## config.mk

```make
export PLATFORM = sky130hd
export DESIGN_NAME = core_seq
export DESIGN_NICKNAME = d
export VERILOG_FILES = /design/src/rtl/core_seq_pkg.sv /design/src/rtl/core_seq_wait_tmr.sv /design/src/rtl/core_seq.sv
export SDC_FILE = /design/constraint.sdc
export NUM_CORES = 1
export LEC_CHECK = 0
export CORE_MARGIN = 2
export CORE_UTILIZATION = 50
export CTS_CLUSTER_DIAMETER = 200
export DETAILED_ROUTE_END_ITERATION = 10
export PLACE_DENSITY = 0.79
export SLEW_MARGIN = 10
export SYNTH_ARGS = -nofsm -noshare
export SYNTH_HDL_FRONTEND = slang
export SYNTH_HIERARCHICAL = 1
export SYNTH_SLANG_ARGS = --single-unit
```

## constraint.sdc

```tcl
create_clock -name clk -period 2.8 [get_ports clk]
set_input_delay 0.28 -clock clk [delete_from_list [all_inputs] [get_ports clk]]
set_output_delay 0.28 -clock clk [all_outputs]
set_load 0.01 [all_outputs]
```

## src/rtl/core_seq_pkg.sv

```systemverilog
// Shared encodings for the multi-cycle sequencer: FSM states, PC/RD mux codes, RV32I opcodes.
package core_seq_pkg;

  typedef enum logic [2:0] {
    ST_IDLE   = 3'd0,
    ST_FETCH  = 3'd1,
    ST_DECODE = 3'd2,
    ST_EXEC   = 3'd3,
    ST_MEM    = 3'd4,
    ST_WB     = 3'd5,
    ST_TRAP   = 3'd6
  } state_e;

  typedef enum logic [1:0] {
    PC_PLUS4  = 2'd0,
    PC_BRANCH = 2'd1,
    PC_JAL    = 2'd2,
    PC_JALR   = 2'd3
  } pc_sel_e;

  typedef enum logic [1:0] {
    RD_ALU = 2'd0,
    RD_MEM = 2'd1,
    RD_PC4 = 2'd2,
    RD_IMM = 2'd3
  } rd_sel_e;

  localparam int unsigned OPC_W = 5;

  // instr[6:2] major opcodes
  localparam logic [OPC_W-1:0] OPC_LOAD   = 5'b00000;
  localparam logic [OPC_W-1:0] OPC_OP_IMM = 5'b00100;
  localparam logic [OPC_W-1:0] OPC_AUIPC  = 5'b00101;
  localparam logic [OPC_W-1:0] OPC_STORE  = 5'b01000;
  localparam logic [OPC_W-1:0] OPC_OP     = 5'b01100;
  localparam logic [OPC_W-1:0] OPC_LUI    = 5'b01101;
  localparam logic [OPC_W-1:0] OPC_BRANCH = 5'b11000;
  localparam logic [OPC_W-1:0] OPC_JALR   = 5'b11001;
  localparam logic [OPC_W-1:0] OPC_JAL    = 5'b11011;

  function automatic logic opc_legal(input logic [OPC_W-1:0] opc);
    case (opc)
      OPC_LOAD, OPC_OP_IMM, OPC_AUIPC, OPC_STORE, OPC_OP,
      OPC_LUI, OPC_BRANCH, OPC_JALR, OPC_JAL: return 1'b1;
      default:                                return 1'b0;
    endcase
  endfunction

endpackage

```

## src/rtl/core_seq_wait_tmr.sv

```systemverilog
// Memory-wait timeout counter: cleared on state entry, counts stalled request cycles.
module core_seq_wait_tmr #(
  parameter int unsigned TMO_W   = 8,
  parameter int unsigned TMO_MAX = 200
) (
  input  logic clk,
  input  logic rst_n,
  input  logic clr_i,
  input  logic inc_i,
  output logic expired_o
);

  logic [TMO_W-1:0] cnt_q, cnt_d;

  always_comb begin
    cnt_d = cnt_q;
    if (clr_i) begin
      cnt_d = '0;
    end else if (inc_i) begin
      cnt_d = cnt_q + TMO_W'(1);
    end
  end

  always_ff @(posedge clk or negedge rst_n) begin
    if (!rst_n) begin
      cnt_q <= '0;
    end else begin
      cnt_q <= cnt_d;
    end
  end

  // One more stalled cycle from here reaches TMO_MAX; the FSM gates this with ack.
  assign expired_o = (cnt_q == TMO_W'(TMO_MAX - 1));

endmodule

```

## src/rtl/core_seq.sv

```systemverilog
// RV32I multi-cycle sequencer: FSM, datapath enable decode, sticky trap flags, retire count.
module core_seq
  import core_seq_pkg::*;
#(
  parameter int unsigned TMO_W   = 8,
  parameter int unsigned TMO_MAX = 200
) (
  input  logic             clk,
  input  logic             rst,
  input  logic [OPC_W-1:0] opcode,
  input  logic             b,
  input  logic             imem_ack,
  input  logic             dmem_ack,
  output logic             imem_req,
  output logic             dmem_req,
  output logic             we,
  output logic             ir_we,
  output logic             pc_we,
  output logic [1:0]       pc_sel,
  output logic             reg_wr,
  output logic [1:0]       rd_sel,
  output logic             illegal,
  output logic             bus_err,
  output logic [31:0]      retired
);

  state_e      state_q, state_d;
  logic        illegal_q, bus_err_q;
  logic [31:0] retired_q;
  logic        tmo_inc, tmo_clr, tmo_exp;
  logic        retire, set_ill, set_berr;

  assign tmo_clr = (state_d != state_q);

  core_seq_wait_tmr #(
    .TMO_W   (TMO_W),
    .TMO_MAX (TMO_MAX)
  ) u_wait_tmr (
    .clk       (clk),
    .rst_n     (rst),
    .clr_i     (tmo_clr),
    .inc_i     (tmo_inc),
    .expired_o (tmo_exp)
  );

  always_ff @(posedge clk or negedge rst) begin
    if (!rst) begin
      state_q   <= ST_IDLE;
      illegal_q <= 1'b0;
      bus_err_q <= 1'b0;
      retired_q <= '0;
    end else begin
      state_q <= state_d;
      if (set_ill)  illegal_q <= 1'b1;
      if (set_berr) bus_err_q <= 1'b1;
      if (retire)   retired_q <= retired_q + 32'd1;
    end
  end

  // Next state and datapath enables; outputs follow state so reset drops them at once.
  always_comb begin
    state_d  = state_q;
    imem_req = 1'b0;
    dmem_req = 1'b0;
    we       = 1'b0;
    ir_we    = 1'b0;
    pc_we    = 1'b0;
    pc_sel   = PC_PLUS4;
    reg_wr   = 1'b0;
    rd_sel   = RD_ALU;
    tmo_inc  = 1'b0;
    retire   = 1'b0;
    set_ill  = 1'b0;
    set_berr = 1'b0;
    case (state_q)
      ST_IDLE: state_d = ST_FETCH;
      ST_FETCH: begin
        imem_req = 1'b1;
        if (imem_ack) begin
          ir_we   = 1'b1;
          state_d = ST_DECODE;
        end else begin
          tmo_inc = 1'b1;
          if (tmo_exp) begin
            state_d  = ST_TRAP;
            set_berr = 1'b1;
          end
        end
      end
      ST_DECODE: begin
        if (opc_legal(opcode)) begin
          state_d = ST_EXEC;
        end else begin
          state_d = ST_TRAP;
          set_ill = 1'b1;
        end
      end
      ST_EXEC: begin
        if (opcode == OPC_BRANCH) begin
          pc_we   = 1'b1;
          pc_sel  = b ? PC_BRANCH : PC_PLUS4;
          state_d = ST_FETCH;
          retire  = 1'b1;
        end else if (opcode == OPC_LOAD || opcode == OPC_STORE) begin
          state_d = ST_MEM;
        end else begin
          state_d = ST_WB;
        end
      end
      ST_MEM: begin
        dmem_req = 1'b1;
        we       = (opcode == OPC_STORE);
        if (dmem_ack) begin
          if (opcode == OPC_STORE) begin
            pc_we   = 1'b1;
            state_d = ST_FETCH;
            retire  = 1'b1;
          end else begin
            state_d = ST_WB;
          end
        end else begin
          tmo_inc = 1'b1;
          if (tmo_exp) begin
            state_d  = ST_TRAP;
            set_berr = 1'b1;
          end
        end
      end
      ST_WB: begin
        reg_wr  = 1'b1;
        pc_we   = 1'b1;
        state_d = ST_FETCH;
        retire  = 1'b1;
        case (opcode)
          OPC_LOAD:          rd_sel = RD_MEM;
          OPC_LUI:           rd_sel = RD_IMM;
          OPC_JAL, OPC_JALR: rd_sel = RD_PC4;
          default:           rd_sel = RD_ALU;
        endcase
        case (opcode)
          OPC_JAL:  pc_sel = PC_JAL;
          OPC_JALR: pc_sel = PC_JALR;
          default:  pc_sel = PC_PLUS4;
        endcase
      end
      ST_TRAP: state_d = ST_TRAP;
      default: state_d = ST_IDLE;
    endcase
  end

  assign illegal = illegal_q;
  assign bus_err = bus_err_q;
  assign retired = retired_q;

endmodule

```

==> impl_metrics.tcl <==
set metrics [dict create \
    die_area_sq_um 5450 \
    antenna_found_initial 0 \
    yosysWarnings 6 \
    route.detailed.drc 0 \
    synth_compound_area_share_pct 9.24 \
    status "completed" \
    initial_core_util_pct 51.6 \
    crit_path_end_kind "flip-flop" \
    hp-class "in2async" \
    arrival_ns 2.82 \
    final_cell_area_sq_um 3250 \
    grt.met3_usage_pct 4.94 \
    synth_top_family_by_area "simple AND/OR/NAND/NOR gates" \
    synth.top_cells.by_area "dfrtp_1 46%, xnor2_1 10%, nand2_1 4.2%" \
    drive_gt1_share_pct 12.3 \
    die_h_microns 73.8 \
    first_global_vias 1930 \
    grt_setup_unrepaired "false" \
    cts_tree "built" \
    synth_most_common_cell "dfrtp_1" \
    gp_congestion 0.864 \
    synth_mux_area_share_pct 0.822 \
    grt_usage_pct 20.6 \
    wl_per_cell_microns 13.7 \
    core-area_sq_um 4720 \
    cp-start-kind "flip-flop" \
    p_leak_uw 0.00139 \
    grt_overflow 0 \
    place_hpwl_microns 3820 \
    rrSetupSlack_ns 0.20 \
    synth-edff-count 0 \
    grtUsageMet2_pct 32.6 \
    syn-mean-instance-area_sq_um 9.98 \
    grtUsageMet1_pct 28.0 \
    grt_max_degree 46 \
    worstPathCellList "nor4bb_2 > and4b_1 > a21oi_1 > o32ai_2 > nor3b_1 > o21ai_0 > buf_4 > o211ai_2 > or4_1 > a21oi_1" \
    port_buffers 53 \
    antenna_left 0 \
    syn_to_final_growth_pct 33.5 \
    synthSimpleGateAreaFrac_pct 26.2 \
    syn-num-nets 256 \
    top_usage_layer "met2" \
    place_area_sq_um 3130 \
    path_clk_slew_ns 0.08 \
    cp_common_cell "a21oi_1" \
    clock_latency_ns 0.30 \
    numCtsBuffers 5 \
    htreeDepth 2 \
    max_slew_margin_pct 33.6 \
    drt_iter0_markers 182 \
    synth_flop_cell "dfrtp_1" \
    instances_no_fill 383 \
    crit_type "reg2reg" \
    finalClockSkew_ns 0.00697 \
    die_x_microns 73.8 \
    worstMarginPinSlew_ns 0.995 \
    drt_first_pass_iters 4 \
    syn_area_sq_um 2440 \
    hold_violations 0 \
    yosysSeqAreaShare_pct 46.2 \
    io_pins 54 \
    cpPeakStageDelay_ns 0.51 \
    cap_violations 0 \
    cts.sinks 45 \
    rows 25 \
    yosys-top-cells-count "45 x dfrtp_1, 28 x xnor2_1, 27 x nand2_1" \
    ir_worst_vdd_mv 0.346 \
    worstPathRequired_ns 3.02 \
    num_antenna_cells 0 \
    rr_startpoint "u_wait_tmr/cnt_q[4]" \
    slew_viol_final 0 \
    synth_cells 244 \
    viasPerCell 5.29 \
    clockBufferDepth 2 \
    synth-xor-area-share_pct 12.6 \
    place_inst 375 \
    r2r-end "u_wait_tmr/cnt_q[7]" \
    min_period_over_period_pct 92.8 \
    period_needed_ns 2.60 \
    synth_top_area_share_pct 46.2 \
    wl_microns 5270 \
    synth_cell_types 52 \
    fin_nets 327 \
    power_density_nw_per_um2 615 \
    critPathMaxFanout 4 \
    synth.ff_latch_count 45 \
    cts-root-buf "clkbuf_8" \
    synth_top_area_cell "dfrtp_1" \
    timing.fmax_mhz 385 \
    async_flop_share_pct 100 \
    crit_slowest_cell "or4_1" \
    vias 2027 \
    setup_viol 0 \
    grt_pass1_wl_microns 8740 \
    worstRegToRegCells 10 \
    synthAdderAreaFrac_pct 1.03 \
]
==> layout make-up <==
type                            count  area [sq um]
Fill cell                         350          1470
Multi-Input combinational cell    184          1230
Sequential cell                    45          1130
Timing Repair Buffer               72           668
Tap cell                           67          83.8
Clock buffer                        6          72.6
Clock inverter                      2          38.8
Inverter                            7          33.8
==> through the flow <==
| step | setup slack, ns | utilization (%) | total power [uW] | TNS [ns] | hold slack [ns] |
|---|---|---|---|---|---|
| after floorplan | 0.327 | - | 1240 | 0 | -0.0156 |
| after global placement | 0.0384 | 66.2 | 1510 | 0 | 0.451 |
| after detailed placement | -0.0312 | 66.2 | 1510 | -0.0550 | 0.477 |
| after CTS | 0.0717 | 68.6 | 2000 | 0 | 0.182 |
| after global routing | 0.00574 | 68.9 | 2120 | 0 | 0.222 |
| final | 0.203 | 68.9 | 2000 | 0 | 0.143 |
==> kinds of logic after synthesis <==
kind of cell | Yosys count
xor gates and xnor gates | 35
buffers and inverters | 15
muxes | 2
adders and majority gates | 2
and+or+nand+nor | 114
AOI/OAI and AO/OA | 31
DFF | 45
==> layer usage <==
layer	vias up	share of wire [%]
li1	1007	-
met1	971	48
met2	43	47
met3	6	4.2
met4	0	1.0
met5	-	0
==> where the power goes <==
| part | total, uW | leakage, uW | internal, uW | switching [uW] |
|---|---|---|---|---|
| Sequential | 798 | 0.000612 | 714 | 84.4 |
| Combinational | 716 | 0.000726 | 347 | 369 |
| Clock | 486 | 0.0000554 | 268 | 218 |
==> registers in the layout, indices dropped and copies added (netlist names) <==
register / count
bus_err: 1
retired: 32
illegal: 1
state_q: 3
u_wait_tmr/cnt_q: 8
==> worst max path at each step <==
stage                                endpoint                start  cells after the start
after floorplan           u_wait_tmr/cnt_q[7]  u_wait_tmr/cnt_q[4]                     10
after global placement    u_wait_tmr/cnt_q[7]            opcode[4]                     10
after detailed placement  u_wait_tmr/cnt_q[7]            opcode[4]                     10
after CTS                 u_wait_tmr/cnt_q[7]  u_wait_tmr/cnt_q[4]                     10
after global routing      u_wait_tmr/cnt_q[4]  u_wait_tmr/cnt_q[0]                     12
final                     u_wait_tmr/cnt_q[7]  u_wait_tmr/cnt_q[4]                     10
==> placed cells by master, fill, tap and decap left out, types with 6 or more instances in the layout <==
master           count
and3_1              11
nand3_1             16
clkdlybuf4s50_1     52
nand2_1             27
nor2_1              16
o21ai_0              8
xor2_1               7
a21oi_1              6
dfrtp_1             45
buf_4               19
xnor2_1             28
inv_1                6
nand4_1             11
==> repair_timing <==
item | CTS | global route
resized for setup | 0 | 2
hold buffers | 0 | 0
setup buffers | 0 | 0
setup endpoints to repair | 0 | 4
==> worst max-delay path, delay by kind of cell (launching register included) <==
family / cells / cell delay, ns
simple gates: 4 / 1.18
compound gates: 5 / 0.76
flops: 1 / 0.44
buf+inv: 1 / 0.15
(Power assumes the default switching activity.)
